$ cat config.mk
export PLATFORM = sky130hd
export DESIGN_NAME = spi_ram_ctrl
export DESIGN_NICKNAME = d
export VERILOG_FILES = /design/src/rtl/spi_ram_ctrl.sv
export SDC_FILE = /design/constraint.sdc
export NUM_CORES = 2
export LEC_CHECK = 0
export ABC_CLOCK_PERIOD_IN_PS = 2800
export CAP_MARGIN = 20
export CORE_MARGIN = 1
export CORE_UTILIZATION = 63
export DETAILED_ROUTE_END_ITERATION = 16
export GPL_ROUTABILITY_DRIVEN = 0
export PLACE_DENSITY_LB_ADDON = 0.1
export SYNTH_ARGS = -nofsm -noshare
export SYNTH_HDL_FRONTEND = slang
export SYNTH_SLANG_ARGS = --single-unit
export TNS_END_PERCENT = 50
$ cat constraint.sdc
create_clock -name clk -period 2.8 [get_ports clk]
set_input_delay 0.56 -clock clk [delete_from_list [all_inputs] [get_ports clk]]
set_output_delay 0.56 -clock clk [all_outputs]
set_load 0.01 [all_outputs]
$ cat src/rtl/spi_ram_ctrl.sv
// spi_ram_ctrl: command decoder and single-port byte memory behind an SPI slave.
// Each received 10-bit word carries a 2-bit command in din[9:8] and an
// address or data byte in din[7:0]. Write and read pointers are kept
// independently. Read data goes back to the slave through registered
// dout/tx_valid outputs.
module spi_ram_ctrl #(
    parameter int MEM_DEPTH = 256,
    parameter int ADDR_SIZE = 8,
    parameter bit AUTO_INC  = 1'b0
) (
    input  logic       clk,
    input  logic       rst_n,
    input  logic [9:0] din,
    input  logic       rx_valid,
    output logic [7:0] dout,
    output logic       tx_valid
);

    typedef enum logic [1:0] {
        CMD_WR_ADDR = 2'b00,
        CMD_WR_DATA = 2'b01,
        CMD_RD_ADDR = 2'b10,
        CMD_RD_DATA = 2'b11
    } cmd_e;

    localparam logic [ADDR_SIZE-1:0] ADDR_ONE = ADDR_SIZE'(1);

    cmd_e                 cmd;
    logic [ADDR_SIZE-1:0] addr_field;
    logic [7:0]           data_field;

    logic [7:0]           mem [MEM_DEPTH];

    logic [ADDR_SIZE-1:0] wr_addr, wr_addr_next;
    logic [ADDR_SIZE-1:0] rd_addr, rd_addr_next;
    logic [7:0]           dout_next;
    logic                 tx_valid_next;
    logic                 mem_we;

    // Split the received word into command, address and data fields.
    // The address field keeps only the low ADDR_SIZE bits, so the unused
    // upper bits of din[7:0] play no part in address commands.
    always_comb begin
        cmd        = cmd_e'(din[9:8]);
        addr_field = din[ADDR_SIZE-1:0];
        data_field = din[7:0];
    end

    // Work out the next pointers and outputs from the accepted command.
    // The pointers have ADDR_SIZE bits, so an increment wraps modulo MEM_DEPTH.
    always_comb begin
        // NOTE: every signal gets a hold value before the case, so no path
        // leaves a signal unassigned and no latch is inferred.
        wr_addr_next  = wr_addr;
        rd_addr_next  = rd_addr;
        dout_next     = dout;
        tx_valid_next = tx_valid;
        mem_we        = 1'b0;

        if (rx_valid) begin
            // Any accepted command clears tx_valid. Only a read-data
            // command sets it again.
            tx_valid_next = 1'b0;
            unique case (cmd)
                CMD_WR_ADDR: wr_addr_next = addr_field;
                CMD_WR_DATA: begin
                    mem_we = rst_n;
                    if (AUTO_INC) begin
                        wr_addr_next = wr_addr + ADDR_ONE;
                    end
                end
                CMD_RD_ADDR: rd_addr_next = addr_field;
                CMD_RD_DATA: begin
                    dout_next     = mem[rd_addr];
                    tx_valid_next = 1'b1;
                    if (AUTO_INC) begin
                        rd_addr_next = rd_addr + ADDR_ONE;
                    end
                end
                default: ;
            endcase
        end
    end

    // Pointer and output registers. The reset is synchronous and takes
    // priority over any command arriving in the same cycle.
    always_ff @(posedge clk) begin
        // NOTE: sequential state uses non-blocking assignments so that every
        // register samples values from before the edge.
        if (!rst_n) begin
            wr_addr  <= '0;
            rd_addr  <= '0;
            dout     <= 8'h00;
            tx_valid <= 1'b0;
        end else begin
            wr_addr  <= wr_addr_next;
            rd_addr  <= rd_addr_next;
            dout     <= dout_next;
            tx_valid <= tx_valid_next;
        end
    end

    // Memory write port. mem_we is low while reset is asserted, so commands
    // that arrive during reset are ignored.
    always_ff @(posedge clk) begin
        // NOTE: the array has no reset. Contents survive rst_n and stay
        // undefined until written, which lets the array map onto RAM.
        if (mem_we) begin
            mem[wr_addr] <= data_field;
        end
    end

endmodule

==> results.json <==
{
  "status": "finished, violations left",
  "violated_checks": "negative setup slack",
  "arrival_ps": 3610,
  "hold_viol": 0,
  "drt_drc_violations_left": 0,
  "synth_compound_gate_area_share_pct": 3.22,
  "grt_pass1_wl_um": 310000,
  "comb_power_share_pct": 4.0,
  "max_freq_mhz": 352,
  "postSynth.topFlopCell": "edfxtp_1",
  "max-slew-margin-rel_pct": 35.5,
  "critical-path-slowest-cell": "or3_1",
  "synthesis.yosys.warnings": 0,
  "async_reset_ff_share_pct": 0,
  "timing.final.max_slew_violations": 0,
  "synth_simple_gate_area_share_pct": 3.33,
  "rsz0062_at_grt": "yes",
  "clock_skew_ps": 21.4,
  "power-per-cell-area_mw_per_mm2": 656,
  "ff_latch_area_mm2": 0.0620,
  "hold_fix_buffer_count_after_cts": 0,
  "placed_area_mm2": 0.0880,
  "dr.pass1.iters": 6,
  "vertical_extent_of_the_die_um": 361,
  "ant_nets": 0,
  "start_util_pct": 63.5,
  "filler_cell_count": 7139,
  "sequentialPowerShare_pct": 54.3,
  "synth_top_family_by_area": "multiplexers",
  "finalSetupViolCount": 2,
  "placement.io_buffers": 21,
  "worstPathBufferInverterCount": 5,
  "design.core.area_mm2": 0.128,
  "cts_buffers": 197,
  "synth_nets": 3981,
  "number_of_flip_flops_and_latches_in_the_synthesized_netlist": 2073,
  "switching_share_pct": 20.5,
  "crit_path_cell_trace": "buf_12 > buf_16 > buf_12 > clkbuf_16 > buf_4 > mux4_2 > nand2_1 > a31oi_1 > nand4_1 > or3_1 > nand3_1",
  "antenna_found_initial": 9,
  "route.detailed.wl_per_inst_um": 33.6,
  "die-area_mm2": 0.130,
  "setup.worst_path.end_class": "register",
  "worstPathRequired_ps": 3560,
  "setup_ws_ps": -43.4,
  "crit_family": "simple AND/OR/NAND/NOR gates",
  "final_core_utilization_pct": 75.1,
  "detailed_route_vias_per_instance": 6.75,
  "post_synth_instance_area_mm2": 0.0811,
  "dp_hpwl_um": 141000,
  "timing.critical_path.fanout_max": 8,
  "global_route.overflow_total": 0,
  "synthAdderAreaFrac_pct": 0,
  "syn_area_per_cell_um2": 20.4,
  "total_leakage_power_uw": 0.0307,
  "p_clk_share_pct": 41.7,
  "fin_nets": 4730,
  "final.min_clock_period_ps": 2840,
  "post_synth_xor_area_fraction_pct": 0,
  "pin_count_of_the_biggest_net_entering_global_routing": 91,
  "clock_tree.root_cell": "clkbuf_16",
  "netSwitchingPower_uw": 12900,
  "multiInputGateArea_mm2": 0.0178,
  "cts_tree": "done",
  "clk_path_buf_depth": 3,
  "synthCells": 3968,
  "num_io_pins": 22,
  "cts.sinks": 2073,
  "postLayoutCellArea_mm2": 0.0959,
  "clock_pin_slew_worst_setup_and_hold_paths_ps": 60,
  "worst_path_most_repeated_cell": "buf_12",
  "totalWireLength_um": 220000,
  "max_cap_viol_count": 0,
  "detailedRoute.firstIterationViolations": 6599,
  "timing.hold.worst.class": "in -> reg",
  "cp-start-kind": "register",
  "synth.yosys.seq_area_share_pct": 76.4,
  "worstSetupPathType": "reg -> reg",
  "p_int_uw": 50000,
  "rows": 131,
  "cts-htree-levels": 4,
  "synth_cell_types": 60,
  "synth-edff-count": 2048,
  "flow.area_growth_from_synthesis_pct": 18.2,
  "fraction_of_final_layout_cells_sized_beyond_drive_strength_1_pct": 31.6,
  "synth_top_area_share_pct": 75.8,
  "fp.dieW_um": 361,
  "cp_slowest_stage_delay_ps": 440,
  "clkLatencyLatePin_ps": 840,
  "routed-via-count": 44100,
  "worst_slew_pin_slew_ps": 965,
  "post_synth_mux_area_share_pct": 14.8,
  "final.hold.worst_slack_ps": 57.2,
  "global_route.usage.total_pct": 34.0,
  "finalCritPeriodShare_pct": 102,
  "peakVddDrop_mv": 0.788,
  "netlist_top_cells_area": "edfxtp_1, mux4_2, mux2i_1",
  "synth_largest_area_cell": "edfxtp_1",
  "grt_pass1_vias": 43300
}
==> routing by layer <==
| layer | wire [um] | global-route usage (%) |
|---|---|---|
| met3 | 25900 | 7.94 |
| met5 | 80 | 0 |
| met4 | 9690 | 14.1 |
| met2 | 102000 | 51.7 |
| met1 | 81400 | 48.2 |
==> cell usage in the layout (no fill, tap or decap), types with 38 or more instances in the layout <==
| cell type | instances |
|---|---|
| nor2_1 | 289 |
| clkbuf_16 | 208 |
| clkbuf_1 | 42 |
| o221ai_1 | 38 |
| o22ai_1 | 82 |
| buf_12 | 81 |
| edfxtp_1 | 2048 |
| clkinv_1 | 45 |
| mux4_2 | 384 |
| mux2i_1 | 253 |
| a22oi_1 | 44 |
| buf_4 | 662 |
| nand3_1 | 51 |
| nand2_1 | 113 |
==> power by group through the flow <==
stage | clock network [uW] | logic (uW) | registers (uW)
finish | 26200 | 2550 | 34100
detailed placement | 0 | 2330 | 34800
global placement | 0 | 2290 | 34800
CTS | 26400 | 2420 | 34100
floorplan | 0 | 1030 | 34800
global route | 27500 | 2630 | 34100
==> area by class of cell <==
| type | instances | area share (%) |
|---|---|---|
| clock buffers | 245 | 5.46 |
| inverters | 2 | 0.0104 |
| diodes | 1 | 0.00261 |
| flip-flops and latches | 2073 | 64.7 |
| multi-input cells | 1644 | 18.6 |
| repair buffers | 799 | 7.95 |
| well taps | 1662 | 2.17 |
| clock inverters | 115 | 1.12 |
==> stage by stage <==
stage	cells	TNS, ps	setup WS, ps	total power, uW
finish	6541	-83.1	-43.4	62900
global route	6540	-70.8	-19.0	64300
CTS	6495	-27.1	-20.2	62900
detailed placement	6108	-87970	-460	37100
global placement	6107	-57810	-552	37100
floorplan	3968	0	467	35800
==> worst paths after layout <==
path / from / end / slack (ps) / cells after the start
setup / recovery: rd_addr[0] / dout[0] / -40 / 11
hold / removal: din[1] / mem[147][1] / 60 / 1
setup reg to reg: rd_addr[0] / dout[0] / -40 / 11
hold reg to reg: tx_valid / tx_valid / 500 / 2
==> repair_timing <==
action / in CTS / in global routing
gates resized for setup: 60 / 94
buffers inserted: 21 / 43
pin swaps: 14 / 35
endpoints found under the setup margin: 8 / 8
cloned: 7 / 5
==> flip-flops by register name, summed over array words and instances (netlist names) <==
name	flops
mem	2048
dout	8
wr_addr	8
tx_valid	1
rd_addr	8
==> Yosys cell counts (all sizes together), types with 16 or more instances <==
cell type,n
edfxtp,2048
mux4,411
nor2,295
mux2i,254
buf,148
nand2,117
clkbuf,100
o22ai,93
nand3,58
a22oi,51
o221ai,44
a21oi,37
nor2b,29
nor3,27
o21ai,26
dfxtp,25
a211oi,23
a31oi,22
a2111oi,19
and2,18
or3,16
==> cell families (layout without fill, tap and decap cells) <==
family | Yosys count | count (layout)
compound gates | 366 | 366
buf+inv | 251 | 1161
flops | 2073 | 2073
mux | 669 | 669
other cells | 0 | 1
simple gates | 609 | 609
No activity file was read; power rests on OpenSTA's default activity.
